### src/rtl/led_mode_ctrl.sv
// ---------------------------------------------------------------------------
// led_mode_ctrl
//
// Drives the 4-LED board bank through one of four display modes (FLOW,
// BOUNCE, BLINK, OFF) at one of four step rates. Mode and speed advance on
// debounced single-cycle key pulses. A pause level freezes the step counter
// and the pattern.
//
// Optional build macro: LED_AUTO_CYCLE_EN
//   When it is defined, the mode advances automatically after AUTO_STEPS ticks
//   (FLOW -> BOUNCE -> BLINK -> FLOW; OFF is entered only by key). When it is
//   undefined, the AUTO_STEPS parameter and the auto counter do not exist.
//
// Parameters:
//   CNT_MAX    - base step divider; at speed 0, one step every CNT_MAX+1 cycles
//   AUTO_STEPS - ticks per mode before auto-advance (LED_AUTO_CYCLE_EN only)
//
// Ports:
//   clk        - system clock
//   rst_n      - asynchronous active-low reset
//   key_mode   - single-cycle pulse, advance display mode (wraps 3 -> 0)
//   key_speed  - single-cycle pulse, advance speed level (wraps 3 -> 0)
//   pause      - level, 1 freezes step counter and LED pattern
//   led[3:0]   - LED drive, active-low (0 = lit)
//   mode[1:0]  - current mode: 0 FLOW, 1 BOUNCE, 2 BLINK, 3 OFF
//   speed[1:0] - current speed level; step period is (CNT_MAX >> speed) + 1
//   step       - one-cycle pulse, aligned with each pattern advance
// ---------------------------------------------------------------------------
module led_mode_ctrl #(
    parameter logic [25:0] CNT_MAX    = 26'd24_999_999
`ifdef LED_AUTO_CYCLE_EN
   ,parameter logic [7:0]  AUTO_STEPS = 8'd16
`endif
) (
    input  logic       clk,
    input  logic       rst_n,
    input  logic       key_mode,
    input  logic       key_speed,
    input  logic       pause,
    output logic [3:0] led,
    output logic [1:0] mode,
    output logic [1:0] speed,
    output logic       step
);

    typedef enum logic [1:0] {
        MODE_FLOW   = 2'd0,
        MODE_BOUNCE = 2'd1,
        MODE_BLINK  = 2'd2,
        MODE_OFF    = 2'd3
    } mode_e;

    // Active-low patterns: a single 0 marks the lit LED.
    localparam logic [3:0] LED_P0  = 4'b1110;
    localparam logic [3:0] LED_P1  = 4'b1101;
    localparam logic [3:0] LED_P2  = 4'b1011;
    localparam logic [3:0] LED_P3  = 4'b0111;
    localparam logic [3:0] LED_ALL = 4'b0000;
    localparam logic [3:0] LED_NONE = 4'b1111;

    function automatic logic [3:0] init_pattern(input mode_e m);
        case (m)
            MODE_FLOW, MODE_BOUNCE: init_pattern = LED_P0;
            MODE_BLINK:             init_pattern = LED_ALL;
            default:                init_pattern = LED_NONE;
        endcase
    endfunction

    mode_e       mode_q,  mode_d;
    logic [1:0]  speed_q, speed_d;
    logic [25:0] cnt_q,   cnt_d;
    logic [3:0]  led_q,   led_d;
    logic        dir_q,   dir_d;
    logic        step_q,  step_d;

    logic [25:0] limit;
    logic        cnt_done;
    logic        tick;
    logic        auto_adv;
    logic        mode_chg;
    logic [1:0]  mode_inc;

`ifdef LED_AUTO_CYCLE_EN
    localparam logic [7:0] AUTO_LAST = AUTO_STEPS - 8'd1;
    logic [7:0] auto_cnt_q, auto_cnt_d;
`endif

    always_comb begin
        // NOTE: every signal driven here gets a default first, so no path
        // leaves a value unassigned and no latch is inferred.
        mode_d   = mode_q;
        speed_d  = speed_q;
        cnt_d    = cnt_q;
        led_d    = led_q;
        dir_d    = dir_q;
        step_d   = 1'b0;

        limit    = CNT_MAX >> speed_q;
        cnt_done = (cnt_q >= limit);
        // Any key on this edge suppresses the tick.
        tick     = !pause && cnt_done && !key_mode && !key_speed;
`ifdef LED_AUTO_CYCLE_EN
        auto_cnt_d = auto_cnt_q;
        auto_adv   = tick && (mode_q != MODE_OFF) && (auto_cnt_q == AUTO_LAST);
`else
        auto_adv   = 1'b0;
`endif
        mode_chg = key_mode || auto_adv;
        mode_inc = mode_q + 2'd1;

        if (key_speed) begin
            speed_d = speed_q + 2'd1;
        end

        if (mode_chg) begin
            // Auto-advance cycles through the three visible modes only.
            if (key_mode) begin
                mode_d = mode_e'(mode_inc);
            end else if (mode_q == MODE_BLINK) begin
                mode_d = MODE_FLOW;
            end else begin
                mode_d = mode_e'(mode_inc);
            end
            led_d = init_pattern(mode_d);
            dir_d = 1'b0;
        end else if (tick) begin
            step_d = 1'b1;
            case (mode_q)
                MODE_FLOW: begin
                    case (led_q)
                        LED_P0:  led_d = LED_P1;
                        LED_P1:  led_d = LED_P2;
                        LED_P2:  led_d = LED_P3;
                        default: led_d = LED_P0;
                    endcase
                end
                MODE_BOUNCE: begin
                    // The end positions have only one way out, so an end LED
                    // is never lit on two consecutive steps.
                    case (led_q)
                        LED_P0:  led_d = LED_P1;
                        LED_P1:  led_d = dir_q ? LED_P0 : LED_P2;
                        LED_P2:  led_d = dir_q ? LED_P1 : LED_P3;
                        LED_P3:  led_d = LED_P2;
                        default: led_d = LED_P0;
                    endcase
                    if (led_d == LED_P3) begin
                        dir_d = 1'b1;
                    end else if (led_d == LED_P0) begin
                        dir_d = 1'b0;
                    end
                end
                MODE_BLINK: begin
                    led_d = (led_q == LED_ALL) ? LED_NONE : LED_ALL;
                end
                default: begin
                    led_d = LED_NONE;
                end
            endcase
        end

        // A key or tick restarts the period; pause otherwise holds the count.
        if (mode_chg || key_speed || tick) begin
            cnt_d = '0;
        end else if (!pause) begin
            cnt_d = cnt_q + 26'd1;
        end

`ifdef LED_AUTO_CYCLE_EN
        if (mode_chg || (mode_q == MODE_OFF)) begin
            auto_cnt_d = '0;
        end else if (tick) begin
            auto_cnt_d = auto_cnt_q + 8'd1;
        end
`endif
    end

    // NOTE: sequential state uses non-blocking assignments so every register
    // samples the pre-edge value of its inputs.
    always_ff @(posedge clk or negedge rst_n) begin
        if (!rst_n) begin
            mode_q     <= MODE_FLOW;
            speed_q    <= 2'd0;
            cnt_q      <= '0;
            led_q      <= LED_P0;
            dir_q      <= 1'b0;
            step_q     <= 1'b0;
`ifdef LED_AUTO_CYCLE_EN
            auto_cnt_q <= '0;
`endif
        end else begin
            mode_q     <= mode_d;
            speed_q    <= speed_d;
            cnt_q      <= cnt_d;
            led_q      <= led_d;
            dir_q      <= dir_d;
            step_q     <= step_d;
`ifdef LED_AUTO_CYCLE_EN
            auto_cnt_q <= auto_cnt_d;
`endif
        end
    end

    assign led   = led_q;
    assign mode  = mode_q;
    assign speed = speed_q;
    assign step  = step_q;

endmodule
### config.mk
export PLATFORM = sky130hd
export DESIGN_NAME = led_mode_ctrl
export DESIGN_NICKNAME = d
export VERILOG_FILES = /design/src/rtl/led_mode_ctrl.sv
export SDC_FILE = /design/constraint.sdc
export NUM_CORES = 1
export LEC_CHECK = 0
export CORE_MARGIN = 5
export CORE_UTILIZATION = 60
export CTS_BUF_LIST = sky130_fd_sc_hd__clkbuf_2
export DETAILED_ROUTE_END_ITERATION = 10
export GPL_ROUTABILITY_DRIVEN = 0
export PLACE_DENSITY_LB_ADDON = 0.25
export SYNTH_ARGS = -nofsm -noshare
export SYNTH_HDL_FRONTEND = slang
export SYNTH_SLANG_ARGS = --single-unit
### constraint.sdc
create_clock -name clk -period 2.7 [get_ports clk]
set_input_delay 0.54 -clock clk [delete_from_list [all_inputs] [get_ports clk]]
set_output_delay 0.54 -clock clk [all_outputs]
set_load 0.02 [all_outputs]
==> flow_summary.json, run 1 <==
{
  "start_kind": "flip-flop",
  "drt_wl_total_mm": 5.370,
  "hpwlAfterDp_mm": 3.807,
  "antenna_found_initial": 0,
  "tightestPinTransition_ns": 0.7919,
  "synth-edff-count": 0,
  "power_density_nw_per_um2": 700.1,
  "critPathRequiredTime_ns": 3.05,
  "cts_max_level": 2,
  "diodes": 0,
  "place_area_um2": 2738,
  "die_y_um": 74.74,
  "max_cap_viol_count": 0,
  "grt_usage_pct": 20.16,
  "cts.sinks": 36,
  "hold_viol_final": 0,
  "final_max_slew_viol_count": 0,
  "antenna_left": 0,
  "seq_area_frac_synth_pct": 35.97,
  "end_kind": "flip-flop",
  "leakage_nw": 1.234,
  "clk_latency_ns": 0.41,
  "hold_ws_ns": 0.1834,
  "vias": 2083,
  "firstDrtPassIters": 4,
  "avgSynthCellArea_um2": 9.112,
  "grt_max_degree": 37,
  "grt_setup_unrepaired": "true",
  "worst_r2r_path_depth": 9,
  "area_delta_synth_final_pct": 17.91,
  "final-setup-viol-count": 0,
  "cts_buffers": 5,
  "clockBufferDepth": 2,
  "drt_iter0_markers": 188,
  "die_w_um": 74.74,
  "grt_pass1_vias": 1898,
  "clk_pin_slew_ns": 0.18,
  "reg2reg_to": "led[1]",
  "syn-num-nets": 306,
  "finClkSkew_ns": 0.01686,
  "relSlewSlack_pct": 47.21,
  "ys.warnings.count": 0,
  "critPathCapture": "led[1]",
  "num_io_pins": 14,
  "period_share_pct": 98.92,
  "tns_ns": 0,
  "coreArea_um2": 4029,
  "peakVddDrop_mv": 0.5490,
  "power_mw": 2.076,
  "hp-class": "input port to async pin",
  "fin_nets": 334,
  "fin_crit_ns": 2.671,
  "syn_inst": 276,
  "initial_core_util_pct": 62.42,
  "rows": 23,
  "critical_path_class": "flip-flop to flip-flop",
  "ys_types": 51,
  "io_buffer_count": 13,
  "critical_path_arrival_ns": 3.02,
  "crit_fanout": 8,
  "reg2reg_slack_ns": 0.03,
  "via_per_inst": 5.868,
  "design_area_um2": 2965,
  "ys_ff_latch": 36,
  "max_freq_mhz": 374.4,
  "status": "finished, final reports clean",
  "drc_errors": 0,
  "syn_area_um2": 2515,
  "gr-total-overflow": 0,
  "drive_above_1_share_pct": 17.38,
  "grt_pass1_wl_mm": 8.659,
  "r2r-start": "speed[1]",
  "synthFlopType": "dfrtp_1",
  "synthArstFlopShare_pct": 100.0,
  "tritoncts": "yes",
  "wl_per_cell_um": 15.13,
  "die-area_um2": 5586,
  "crit_start": "speed[1]",
  "cts_hold_buffers": 0,
  "cts_root_buf": "clkbuf_2"
}
==> cell families (layout without fill, tap and decap cells) <==
logic type	Yosys count	in the layout	share of synthesized area [%]
AND/OR/NAND/NOR	113	113	23.13
XOR/XNOR	30	30	10.45
AO/OA/AOI/OAI	48	48	13.78
adder cells (fa/ha/maj)	26	26	12.84
flip-flops	36	36	35.97
buffers and inverters	23	52	3.831
==> metrics by stage <==
| step | instances | util (%) | setup WS, ns |
|---|---|---|---|
| CTS | 348 | 69.60 | 0.01665 |
| finish | 355 | 73.60 | 0.02924 |
| detailed placement | 340 | 67.95 | -0.2255 |
| global placement | 340 | 67.95 | -0.1596 |
| global route | 355 | 73.60 | -0.08478 |
| floorplan | 276 | - | 0.06165 |
==> worst min path at each step <==
stage,end,slack (ns),from
6_report,cnt_q[22],0.18,rst_n
5_1_grt,dir_q,0.22,rst_n
4_1_cts,cnt_q[24],0.22,rst_n
3_5_place_dp,cnt_q[1],0.55,cnt_q[1]
3_3_place_gp,cnt_q[1],0.54,cnt_q[1]
2_1_floorplan,cnt_q[0],0.24,rst_n
==> cell usage after synthesis, types with 2 or more instances <==
master	instances	share of area [%]
a211oi_1	3	0.90
a21oi_1	15	3.0
a32oi_1	3	1.0
and2_1	2	0.50
and3_1	3	0.75
buf_2	2	0.40
clkbuf_1	7	1.0
dfrtp_1	33	33
dfstp_2	3	3.1
ha_1	25	12
inv_1	13	1.9
nand2_1	23	3.4
nand2b_1	5	1.2
nand3_1	13	2.6
nand3b_1	2	0.60
nand4_1	7	1.7
nand4b_1	2	0.70
nor2_1	34	5.1
nor2b_1	5	1.2
nor3_1	5	0.99
nor3b_1	2	0.60
nor4_1	2	0.50
o211a_1	2	0.80
o21ai_0	7	1.4
o31a_1	2	0.70
or2_2	2	0.50
or3_4	2	0.90
xnor2_1	12	4.2
xor2_1	18	6.3
==> registers in the layout, indices dropped and copies added (netlist names) <==
name,cells
cnt_q,26
led,4
mode,2
speed,2
dir_q,1
step,1
==> worst max-delay path, cell delays in order, from the launching register on <==
cell and delay [ns]:
dfrtp_1 0.44, buf_4 0.15, ha_2 0.22, or3_4 0.36, a2111oi_4 0.37, o2111ai_1 0.18, o211a_1 0.19, buf_6 0.16
or3_4 0.35, a32oi_1 0.21
==> routing by layer <==
layer | track usage [%] | wire length, um | part of all wire (%)
met5 | 0 | 0 | 0
met4 | 9.684 | 85 | 1.6
met3 | 2.804 | 265 | 4.9
met2 | 30.05 | 2446 | 46
met1 | 28.87 | 2572 | 48
==> layout make-up <==
class	count	area (um2)
sequential	36	904.6
timing repair buffer	31	271.5
tap	50	62.56
inverter	13	48.80
clock buffer	7	35.03
clock inverter	1	3.754
multi-input combinational	217	1639
fill	285	1064
==> what timing repair did <==
item / in CTS / in global routing
pin swaps: 0 / 18
setup endpoints to repair: 26 / 32
buffers inserted: 0 / 7
gates resized for setup: 5 / 18
cloned: 0 / 0
==> power breakdown <==
| group | internal (mW) | switching (mW) | total, mW |
|---|---|---|---|
| Clock | 0.0691 | 0.180 | 0.249 |
| Sequential | 0.608 | 0.107 | 0.715 |
| Combinational | 0.535 | 0.576 | 1.11 |
==> cells in the final DEF (no fill, tap or decap), types with 5 or more instances in the layout <==
| cell type | netlist | layout |
|---|---|---|
| nand2b_1 | 5 | 5 |
| nand3_1 | 13 | 12 |
| ha_1 | 25 | 19 |
| buf_4 | 0 | 15 |
| xor2_1 | 18 | 18 |
| nor2b_1 | 5 | 5 |
| inv_1 | 13 | 10 |
| xnor2_1 | 12 | 12 |
| nand4_1 | 7 | 7 |
| nand2_1 | 23 | 23 |
| clkbuf_2 | 0 | 7 |
| a21oi_1 | 15 | 15 |
| clkdlybuf4s50_1 | 0 | 12 |
| dfrtp_1 | 33 | 33 |
| nor2_1 | 34 | 34 |
| ha_4 | 0 | 5 |
| o21ai_0 | 7 | 7 |
(Power assumes the default switching activity.)
==> inputs of run 2 (changes only) <==
--- a/config.mk
+++ b/config.mk
@@ -5,12 +5,15 @@
 export SDC_FILE = /design/constraint.sdc
 export NUM_CORES = 1
 export LEC_CHECK = 0
+export CAP_MARGIN = 20
 export CORE_MARGIN = 5
 export CORE_UTILIZATION = 60
 export CTS_BUF_LIST = sky130_fd_sc_hd__clkbuf_2
 export DETAILED_ROUTE_END_ITERATION = 10
+export DONT_BUFFER_PORTS = 1
 export GPL_ROUTABILITY_DRIVEN = 0
 export PLACE_DENSITY_LB_ADDON = 0.25
+export SKIP_LAST_GASP = 1
 export SYNTH_ARGS = -nofsm -noshare
 export SYNTH_HDL_FRONTEND = slang
 export SYNTH_SLANG_ARGS = --single-unit
==> flow_summary.json, run 2 (synthesized netlist as in run 1, its figures left out) <==
{
  "drive_above_1_share_pct": 20.34,
  "fin_ws_ns": -0.01381,
  "pwr-share-seq_pct": 38.4,
  "drt_wl_total_mm": 5.556,
  "leakage_nw": 1.187,
  "fin_nets": 319,
  "end_kind": "flip-flop",
  "final-setup-viol-count": 1,
  "fin_crit_ns": 2.714,
  "max_freq_mhz": 368.5,
  "tritoncts": "yes",
  "min_from": "key_mode",
  "status": "complete, but fails checks",
  "drc_errors": 0,
  "peakVddDrop_mv": 0.4498,
  "cts_max_level": 2,
  "clockBufferDepth": 2,
  "period_share_pct": 100.5,
  "num_io_pins": 14,
  "p_int_mw": 1.132,
  "final_max_slew_viol_count": 0,
  "grt_usage_pct": 20.22,
  "max_cap_viol_count": 0,
  "cpMaxStageDelayCell": "dfrtp_2",
  "final_util_pct": 72.14,
  "final_cell_mix": "nor2_1, dfrtp_1, nand2_1",
  "r2r-start": "speed[1]",
  "power_frac_comb_pct": 49.4,
  "clk_pin_slew_ns": 0.20,
  "io_buffer_count": 0,
  "antenna_left": 0,
  "p_clk_share_pct": 12.2,
  "largest_register_ff_count": 26,
  "rows": 23,
  "design_area_um2": 2907,
  "final_common_cell": "nor2_1",
  "grt_pass1_vias": 1822,
  "wl_per_cell_um": 16.34,
  "cp_top_family": "simple AND/OR/NAND/NOR gates",
  "cpMostUsedCell": "ha_1",
  "antenna_found_initial": 0,
  "violations": "negative setup slack",
  "grt_setup_unrepaired": "true",
  "crit_start": "speed[1]",
  "p_sw_mw": 0.8851,
  "hpwlAfterDp_mm": 3.841,
  "initial_core_util_pct": 62.42,
  "die_y_um": 74.74,
  "drt_iter0_markers": 147,
  "hp-class": "input port to flip-flop",
  "dp_worst_setup_slack_ns": -0.08237,
  "power_density_nw_per_um2": 694.0,
  "tightestPinTransition_ns": 0.5428,
  "critical_path_class": "flip-flop to flip-flop",
  "clk_latency_ns": 0.40,
  "critical_path_arrival_ns": 3.03,
  "cts_buffers": 5,
  "cts_root_buf": "clkbuf_2",
  "path_cells": "inv_2 -> buf_4 -> ha_1 -> inv_1 -> ha_1 -> nand3b_1 -> nor3_2 -> nand2_1 -> o211a_4 -> buf_6 -> or3_4 -> a32oi_1",
  "relSlewSlack_pct": 63.48,
  "area_delta_synth_final_pct": 15.57,
  "largest_register": "cnt_q",
  "cpPeakStageDelay_ns": 0.48,
  "via_per_inst": 5.935,
  "vias": 2018,
  "path_buf_inv": 4,
  "hold_viol_final": 0,
  "grt_pass1_wl_mm": 8.694,
  "critPathRequiredTime_ns": 3.02,
  "start_kind": "flip-flop",
  "finClkSkew_ns": 0.03685,
  "coreArea_um2": 4029,
  "die_w_um": 74.74,
  "die-area_um2": 5586,
  "cts.sinks": 36,
  "crit_fanout": 5,
  "grt_max_degree": 37,
  "swShare_pct": 43.88,
  "place_area_um2": 2587,
  "diodes": 0,
  "firstDrtPassIters": 4,
  "gr-total-overflow": 0
}
## run 2: cell count changes in the layout (fill, tap and decap cells not counted), sizes merged
cell	delta
clkdlybuf4s50	-12
dlygate4sd3	+1
buf	-4
## run 2: area by class of cell
cell class / instances / area [um2]
multi-input cells: 217 / 1685
repair buffers: 16 / 158.9
flip-flops and latches: 36 / 905.9
clock inverters: 1 / 5.005
inverters: 13 / 53.80
fillers: 291 / 1122
well taps: 50 / 62.56
clock buffers: 7 / 35.03
## run 2: worst paths after layout
path	endpoint	slack, ns	cells after the start
max in group asynchronous	led[3]	1.87	2
min reg2reg	cnt_q[1]	0.59	2
min	dir_q	0.18	1
max reg2reg	led[2]	-0.01	12
min in group asynchronous	cnt_q[0]	0.56	2
max	led[2]	-0.01	12
## run 2: per-layer routing
layer | GRT usage [%] | routed length (um) | part of all wire (%) | up-vias
li1 | - | - | - | 988
met1 | 29.53 | 2632 | 47 | 977
met2 | 30.93 | 2613 | 47 | 45
met3 | 3.872 | 243 | 4.4 | 8
met4 | 5.336 | 67 | 1.2 | 0
met5 | 0 | 0 | 0 | -
## run 2: power groups by stage
stage | Clock, mW | Sequential [mW] | Combinational (mW)
6_report | 0.247 | 0.774 | 0.996
5_1_grt | 0.268 | 0.791 | 1.08
4_1_cts | 0.251 | 0.765 | 0.745
3_5_place_dp | 0 | 0.776 | 0.726
3_3_place_gp | 0 | 0.773 | 0.705
2_1_floorplan | 0 | 0.743 | 0.571
## run 2: repair_timing
| item | CTS | global route |
|---|---|---|
| setup endpoints to repair | 29 | 31 |
| hold buffers | 2 | 0 |
| buffers inserted | 0 | 8 |
| pin swaps | 1 | 14 |
| endpoints found under the hold margin | 36 | 0 |
| resized for setup | 3 | 35 |
## run 2: through the flow
stage               cells  total power [mW]  hold slack (ns)  setup TNS (ns)
floorplan             276             1.314           0.2444               0
global placement      322             1.478           0.2454               0
detailed placement    322             1.503           0.2455          -1.447
CTS                   332             1.761           0.1713               0
global route          340             2.140           0.1499         -0.6079
finish                340             2.017           0.1773        -0.01381
==> inputs of run 3 (changes only) <==
==> constraint.sdc (replaced) <==
create_clock -name clk -period 3 [get_ports clk]
set_input_delay 0.6 -clock clk [delete_from_list [all_inputs] [get_ports clk]]
set_output_delay 0.6 -clock clk [all_outputs]
set_load 0.02 [all_outputs]
==> flow_summary.json, run 3 (synthesized netlist as in run 1, its figures left out) <==
{
  "peakVddDrop_mv": 0.5437,
  "drt_wl_total_mm": 5.114,
  "leakage_nw": 1.138,
  "fin_crit_ns": 2.835,
  "power_density_nw_per_um2": 617.6,
  "tritoncts": "yes",
  "coreArea_um2": 4029,
  "status": "finished, final reports clean",
  "clk_pin_slew_ns": 0.16,
  "critPathRequiredTime_ns": 3.30,
  "grt_usage_pct": 20.97,
  "grt_max_degree": 34,
  "placed_cells": 321,
  "cts_root_buf": "clkbuf_2",
  "reg2reg_slack_ns": 0.17,
  "clockBufferDepth": 2,
  "clk_latency_ns": 0.38,
  "hold_viol_final": 0,
  "postCtsSetupBuffers": 0,
  "via_per_inst": 5.886,
  "finClkSkew_ns": 0.01716,
  "final_util_pct": 66.58,
  "max_freq_mhz": 352.8,
  "relSlewSlack_pct": 54.08,
  "final_cell_mix": "nor2_1, dfrtp_1, ha_1",
  "worst_r2r_path_depth": 11,
  "drc_errors": 0,
  "area_delta_synth_final_pct": 6.667,
  "gr-total-overflow": 0,
  "die_w_um": 74.74,
  "start_kind": "flip-flop",
  "antenna_left": 0,
  "drt_iter0_markers": 151,
  "cts_buffers": 5,
  "initial_core_util_pct": 62.42,
  "tightestPinTransition_ns": 0.6825,
  "grt_pass1_vias": 1916,
  "vias": 1954,
  "die-area_um2": 5586,
  "tns_ns": 0,
  "io_buffer_count": 0,
  "grt_pass1_wl_mm": 8.914,
  "largest_register": "cnt_q",
  "die_y_um": 74.74,
  "end_kind": "flip-flop",
  "drive_above_1_share_pct": 9.574,
  "cts.sinks": 36,
  "diodes": 0,
  "max_cap_viol_count": 0,
  "final_common_cell": "nor2_1",
  "final-setup-viol-count": 0,
  "fin_nets": 311,
  "crit_start": "speed[0]",
  "num_io_pins": 14,
  "critical_path_class": "flip-flop to flip-flop",
  "reg2reg_to": "led[2]",
  "power_mw": 1.657,
  "r2r-start": "speed[0]",
  "hpwlAfterDp_mm": 3.738,
  "firstDrtPassIters": 5,
  "cts_max_level": 2,
  "period_share_pct": 94.49,
  "fin_cells": 332,
  "grt_setup_unrepaired": "false",
  "whs_endpoint": "dir_q",
  "largest_register_ff_count": 26,
  "hp-class": "input port to flip-flop",
  "final_max_slew_viol_count": 0,
  "antenna_found_initial": 0,
  "rows": 23,
  "whs_path_depth": 1,
  "min_from": "key_mode",
  "crit_fanout": 9,
  "critical_path_arrival_ns": 3.14,
  "wl_per_cell_um": 15.40
}
[run 3: metrics by stage]
step	hold slack, ns	instance area (um2)	setup WS [ns]
detailed placement	0.3050	2567	0.02733
global placement	0.3053	2567	0.1017
CTS	0.01782	2668	0.1269
finish	0.2706	2683	0.1654
floorplan	0.3044	2515	0.3617
global route	0.2236	2683	0.006666
[run 3: worst max-delay path, cell delays in order (launching register included)]
cell and delay (ns):
dfrtp_1 0.38, buf_4 0.19, ha_1 0.30, inv_1 0.08, ha_1 0.30, nand4_1 0.09
o41ai_1 0.32, o2111ai_1 0.17, o211a_1 0.20, buf_4 0.19, or3_4 0.36, a32oi_1 0.21
[run 3: what timing repair did]
action,in CTS,in global routing
resized for setup,1,3
setup endpoints to repair,14,24
hold buffers,2,1
endpoints found under the hold margin,33,3
pin swaps,0,0
[run 3: worst max path at each step]
stage | endpoint | slack [ns]
3_3_place_gp | cnt_q[14] | 0.10
6_report | led[2] | 0.17
3_5_place_dp | cnt_q[9] | 0.03
5_1_grt | dir_q | 0.007
4_1_cts | led[2] | 0.13
2_1_floorplan | led[2] | 0.36
[run 3: report_power, final]
part	switching, mW	total (mW)	internal (mW)
clock network	0.157	0.293	0.136
registers	0.148	0.696	0.548
logic	0.382	0.668	0.285
[run 3: layout make-up]
| class | count | area (um2) |
|---|---|---|
| multi-input combinational | 217 | 1525 |
| fill | 332 | 1346 |
| sequential | 36 | 905.9 |
| timing repair buffer | 8 | 77.57 |
| tap | 50 | 62.56 |
| inverter | 13 | 48.80 |
| clock inverter | 3 | 37.54 |
| clock buffer | 5 | 25.02 |
[run 3: routing by layer]
layer / share of wire (%) / global-route usage [%] / routed length, um / up-vias
li1: - / - / - / 975
met1: 48 / 29.48 / 2436 / 926
met2: 46 / 31.90 / 2338 / 47
met3: 5.3 / 5.474 / 272 / 6
met4: 1.3 / 6.324 / 66 / 0
met5: 0 / 0 / 0 / -
